## config.mk

```make
export PLATFORM = sky130hd
export DESIGN_NAME = logic_result_fifo_flat
export DESIGN_NICKNAME = d
export VERILOG_FILES = /design/src/rtl/logic_result_fifo_if.sv /design/src/rtl/logic_result_fifo.sv /design/src/flat_wrapper.sv
export SDC_FILE = /design/constraint.sdc
export NUM_CORES = 1
export LEC_CHECK = 0
export CAP_MARGIN = 20
export CORE_ASPECT_RATIO = 1.5
export CORE_MARGIN = 1.5
export CORE_UTILIZATION = 27
export CTS_CLUSTER_SIZE = 24
export DETAILED_ROUTE_END_ITERATION = 7
export PLACE_DENSITY_LB_ADDON = 0.1
export SYNTH_ARGS = -nofsm -noshare
export SYNTH_HDL_FRONTEND = slang
export SYNTH_SLANG_ARGS = --single-unit
```

## constraint.sdc

```tcl
create_clock -name clk -period 5.15 [get_ports clk]
set_input_delay 0.7725 -clock clk [delete_from_list [all_inputs] [get_ports clk]]
set_output_delay 0.7725 -clock clk [all_outputs]
set_load 0.02 [all_outputs]
```

## src/rtl/logic_result_fifo_if.sv

```systemverilog
// Handshake bundle between the 2-bit logic unit, the result FIFO and the
// display/consumer stage.
interface logic_result_fifo_if;
  logic       in_valid;
  logic       in_ready;
  logic       op_sel;
  logic [3:0] nand_AB;
  logic [3:0] not_A;
  logic       out_valid;
  logic       out_ready;
  logic [3:0] out_data;
  logic       out_op;

  // Producer and consumer side, driven by the logic unit / display stage
  modport master (
    output in_valid,
    output op_sel,
    output nand_AB,
    output not_A,
    output out_ready,
    input  in_ready,
    input  out_valid,
    input  out_data,
    input  out_op
  );

  // FIFO side
  modport slave (
    input  in_valid,
    input  op_sel,
    input  nand_AB,
    input  not_A,
    input  out_ready,
    output in_ready,
    output out_valid,
    output out_data,
    output out_op
  );
endinterface

```

## src/rtl/logic_result_fifo.sv

```systemverilog
// First-word-fall-through result FIFO behind the 2-bit logic unit: captures
// the NAND or NOT result with its op tag and hands it on via valid/ready.
module logic_result_fifo #(
  parameter int DEPTH = 4,
  parameter int PTR_W = 2,
  parameter int CNT_W = 8
) (
  input  logic                 clk,
  input  logic                 rst,
  logic_result_fifo_if.slave   bus,
  output logic [PTR_W:0]       level,
  output logic [CNT_W-1:0]     accepted
);

  localparam int              DATA_W   = 4;
  localparam logic [PTR_W:0]  LVL_FULL = (PTR_W+1)'(DEPTH);

  typedef enum logic [1:0] {
    ST_EMPTY,
    ST_PARTIAL,
    ST_FULL
  } fifo_state_t;

  fifo_state_t       fifo_state;
  logic [DATA_W-1:0] mem_data [DEPTH];
  logic              mem_op   [DEPTH];
  logic [PTR_W-1:0]  wr_ptr;
  logic [PTR_W-1:0]  rd_ptr;
  logic [DATA_W-1:0] din;
  logic              tag;
  logic              push;
  logic              pop;

  // Counter saturates at all-ones instead of wrapping.
  function automatic logic [CNT_W-1:0] sat_inc(input logic [CNT_W-1:0] v);
    return (&v) ? v : v + CNT_W'(1);
  endfunction

  // Occupancy class is decoded from the registered level only, so in_ready
  // never depends combinationally on out_ready.
  always_comb begin
    fifo_state = ST_PARTIAL;
    if (level == '0) begin
      fifo_state = ST_EMPTY;
    end else if (level == LVL_FULL) begin
      fifo_state = ST_FULL;
    end
  end

  assign bus.in_ready  = (fifo_state != ST_FULL);
  assign bus.out_valid = (fifo_state != ST_EMPTY);

  assign din  = bus.op_sel ? bus.not_A : bus.nand_AB;
  assign tag  = bus.op_sel;
  assign push = bus.in_valid  & bus.in_ready;
  assign pop  = bus.out_valid & bus.out_ready;

  assign bus.out_data = bus.out_valid ? mem_data[rd_ptr] : '0;
  assign bus.out_op   = bus.out_valid ? mem_op[rd_ptr]   : 1'b0;

  // Storage: data only, never reset; stale entries are unreachable once
  // the pointers and level are cleared.
  always_ff @(posedge clk) begin
    if (push) begin
      mem_data[wr_ptr] <= din;
      mem_op[wr_ptr]   <= tag;
    end
  end

  // Control: pointers, occupancy and accepted counter.
  always_ff @(posedge clk) begin
    if (rst) begin
      wr_ptr   <= '0;
      rd_ptr   <= '0;
      level    <= '0;
      accepted <= '0;
    end else begin
      if (push) begin
        wr_ptr   <= wr_ptr + PTR_W'(1);
        accepted <= sat_inc(accepted);
      end
      if (pop) begin
        rd_ptr <= rd_ptr + PTR_W'(1);
      end
      case ({push, pop})
        2'b10:   level <= level + (PTR_W+1)'(1);
        2'b01:   level <= level - (PTR_W+1)'(1);
        default: level <= level;
      endcase
    end
  end

endmodule

```

## src/flat_wrapper.sv

```systemverilog
// flat-port wrapper written by rule: the top's interface ports become plain ports
module logic_result_fifo_flat 
#(
  parameter int DEPTH = 4,
  parameter int PTR_W = 2,
  parameter int CNT_W = 8
)
  (clk, rst, level, accepted, bus_in_valid, bus_op_sel, bus_nand_AB, bus_not_A, bus_out_ready, bus_in_ready, bus_out_valid, bus_out_data, bus_out_op);
  logic_result_fifo_if bus_i ();
  input  logic clk;
  input  logic rst;
  output logic [PTR_W:0] level;
  output logic [CNT_W-1:0] accepted;
  input wire logic [$bits(bus_i.in_valid)-1:0] bus_in_valid;
  input wire logic [$bits(bus_i.op_sel)-1:0] bus_op_sel;
  input wire logic [$bits(bus_i.nand_AB)-1:0] bus_nand_AB;
  input wire logic [$bits(bus_i.not_A)-1:0] bus_not_A;
  input wire logic [$bits(bus_i.out_ready)-1:0] bus_out_ready;
  output wire logic [$bits(bus_i.in_ready)-1:0] bus_in_ready;
  output wire logic [$bits(bus_i.out_valid)-1:0] bus_out_valid;
  output wire logic [$bits(bus_i.out_data)-1:0] bus_out_data;
  output wire logic [$bits(bus_i.out_op)-1:0] bus_out_op;
  assign bus_i.in_valid = bus_in_valid;
  assign bus_i.op_sel = bus_op_sel;
  assign bus_i.nand_AB = bus_nand_AB;
  assign bus_i.not_A = bus_not_A;
  assign bus_i.out_ready = bus_out_ready;
  assign bus_in_ready = bus_i.in_ready;
  assign bus_out_valid = bus_i.out_valid;
  assign bus_out_data = bus_i.out_data;
  assign bus_out_op = bus_i.out_op;
  logic_result_fifo #(.DEPTH(DEPTH), .PTR_W(PTR_W), .CNT_W(CNT_W)) u_core (.clk(clk), .rst(rst), .bus(bus_i), .level(level), .accepted(accepted));
endmodule
```

==> qor.yml <==
status:
  status: "finished clean"
sta:
  setup_viol: 0
  drv_slew: 0
  tightest_slew_ns: 0.805
  clock-skew-final_ns: 0.00245
  hold_violations: 0
  rsz0062_at_grt: "no"
  maxSlewHeadroom: 0.462
  fmax_mhz: 349
  fin_ws_ns: 2.28
  tns_ns: 0
  period_share: 0.557
  min_period_ns: 2.87
placement:
  globalplace.congestion: 0.709
  pre_cts_slack_ns: 2.20
  port_buffers: 30
  hpwl_mm: 2.79
  place_area_um2: 2110
setup_path:
  cp-start-kind: "flip-flop"
  path_cells: "mux4_2 > nor2b_1 > clkdlybuf4s50_1"
  critPathArrivalTime_ns: 2.10
  slowest_delay_ns: 0.57
  cp.buffers_inverters: 1
  cp_num_cells: 3
  end_kind: "output pin"
  required_ns: 4.38
  cp_max_fo: 5
  reg2reg_depth: 9
  critPathKind: "reg2out"
  crit_slowest_cell: "clkdlybuf4s50_1"
  cp_top_family: "buffers and inverters"
final_layout:
  seq_area_um2: 941
  drive_gt1_frac: 0.148
  fill_cells: 593
  area_growth_pct: 27.2
  multi_input_area_um2: 743
  nets: 188
  design_area_um2: 2220
  layout_common_cells: "clkdlybuf4s50_1 (30), edfxtp_1 (20), dfxtp_1 (17)"
  antenna_cells: 0
  layout.cells.most_common: "clkdlybuf4s50_1"
synth:
  ys_seq_area_frac: 0.539
  ys_async_sr_fraction: 0
  synthFlopType: "edfxtp_1"
  syn-num-nets: 156
  synth_warnings: 0
  synth_top_family_by_area: "simple AND/OR/NAND/NOR gates"
  yosys-mux-area-fraction: 0.115
  syn_inst: 136
  yosysUniqueCellTypes: 34
  synth_area_per_cell_um2: 12.8
  yosys_register_bits: 37
  synth_compound_area_frac: 0.0918
  synth_edf_count: 20
  netlist_area_um2: 1750
  synth-xor-area-share: 0.0201
  synth_fa_ha_area_frac: 0.0545
  yosys.area_share.simple: 0.144
die:
  rows: 35
  die_h_um: 101
  die_x_um: 68.7
  die-area_um2: 6970
  start_util: 0.283
  io_pins: 31
  core-area_um2: 6170
routing:
  route.detailed.drc: 0
  drt-total-wl_mm: 3.74
  ant_nets: 0
  first_iter_violations: 25
  first_pass_iters: 4
  via_per_inst: 4.86
  dr_total_vias: 1181
  wl_per_cell_um: 15.4
power_and_ir_drop:
  power_density_nw_per_um2: 446
  power.total_uw: 989
  ir_drop_mv: 0.185
  p_leak_nw: 0.790
cts:
  cts_buffer_depth: 2
  post_cts_resized: 0
  clk_latency_ns: 0.28
  h-tree-depth: 2
  cts_tree: "built"
  cts-buffers-inserted: 5
  clk_pin_slew_ns: 0.07
  root_buffer: "clkbuf_8"
  cts_sinks: 37
  cts_setup_buffers: 0
  cts_hold_buffers: 0
run:
  max_cap_viol_count: 0
grt:
  gr-total-overflow: 0
  track_usage: 0.121
  grt_pass1_vias: 1281
  grt_pass1_wl_mm: 6.07
  antenna_found_initial: 0
  grt_start_max_net_pins: 21
min_path:
  holdPathStages: 2
  hold_class: "reg2reg"
## cell families (layout without fill, tap and decap cells)
logic type,after synthesis,count (layout)
and+or+nand+nor,41,41
DFF,37,37
AOI/OAI and AO/OA,20,20
buffers and inverters,14,47
muxes,13,13
adders and majority gates,7,7
xor gates and xnor gates,4,4
## registers in the layout (all words and copies together), names as in the netlist, named ones only
register         flops
u_core.accepted      8
u_core.level         3
u_core.mem_data     16
u_core.mem_op        4
u_core.rd_ptr        2
u_core.wr_ptr        2
## worst min-delay path: cells and delay by family (launching register included)
kind / cells / cell delay, ns
AO/OA/AOI/OAI: 2 / 0.14
flip-flops: 1 / 0.34
## path summary, 6_finish.rpt
| kind | start | end | slack [ns] |
|---|---|---|---|
| worst max-delay path | flip-flop | bus_out_data[1] | 2.28 |
| worst min-delay path | u_core.wr_ptr[0] | u_core.wr_ptr[0] | 0.52 |
| worst max register to register | u_core.level[2] | u_core.level[2] | 2.64 |
| worst min register to register | u_core.wr_ptr[0] | u_core.wr_ptr[0] | 0.52 |
## stage by stage
| stage | instances | utilization | hold WS, ns |
|---|---|---|---|
| 3_5_place_dp | 235 | 0.342 | 0.515 |
| 4_1_cts | 243 | 0.360 | 0.526 |
| 6_report | 243 | 0.360 | 0.523 |
| 3_3_place_gp | 235 | 0.342 | 0.506 |
| 5_1_grt | 243 | 0.360 | 0.581 |
| 2_1_floorplan | 136 | - | 0.484 |
## area by class of cell
type	count	share of cell area
sequential	37	0.424
multi-input combinational	85	0.335
timing repair buffer	30	0.135
tap	74	0.0417
clock buffer	5	0.0310
clock inverter	3	0.0186
inverter	9	0.0152
## synthesized netlist by cell type, types with 2 or more instances
library cell,n,area [um2]
clkbuf_1,2,7.51
nor2_1,9,33.8
inv_1,8,30.0
nand3_1,2,10.0
nand2_1,2,7.51
a41oi_1,3,26.3
xor2_1,4,35.0
nand2b_1,2,12.5
a211oi_2,2,25.0
and4_1,4,35.0
edfxtp_1,20,601
and3_1,7,43.8
nor2b_1,10,62.6
mux2_2,7,78.8
a21oi_1,5,25.0
o21ai_0,3,15.0
dfxtp_1,17,340
a311oi_2,2,30.0
ha_1,6,75.1
mux4_2,5,113
a211oi_1,3,22.5
## power by group
part           leakage (nW)  total [mW]  internal (mW)  switching [mW]
Clock                0.0518       0.245          0.142           0.102
Combinational         0.417       0.346          0.170           0.176
Sequential            0.322       0.399          0.352          0.0475
## metal layers
| metal | vias up | track usage | share of wire |
|---|---|---|---|
| li1 | 569 | - | - |
| met1 | 571 | 0.119 | 0.38 |
| met2 | 34 | 0.225 | 0.55 |
| met3 | 7 | 0.0311 | 0.042 |
| met4 | 0 | 0.0569 | 0.024 |
| met5 | - | 0 | 0 |
Power figures use the tool's default switching activity.
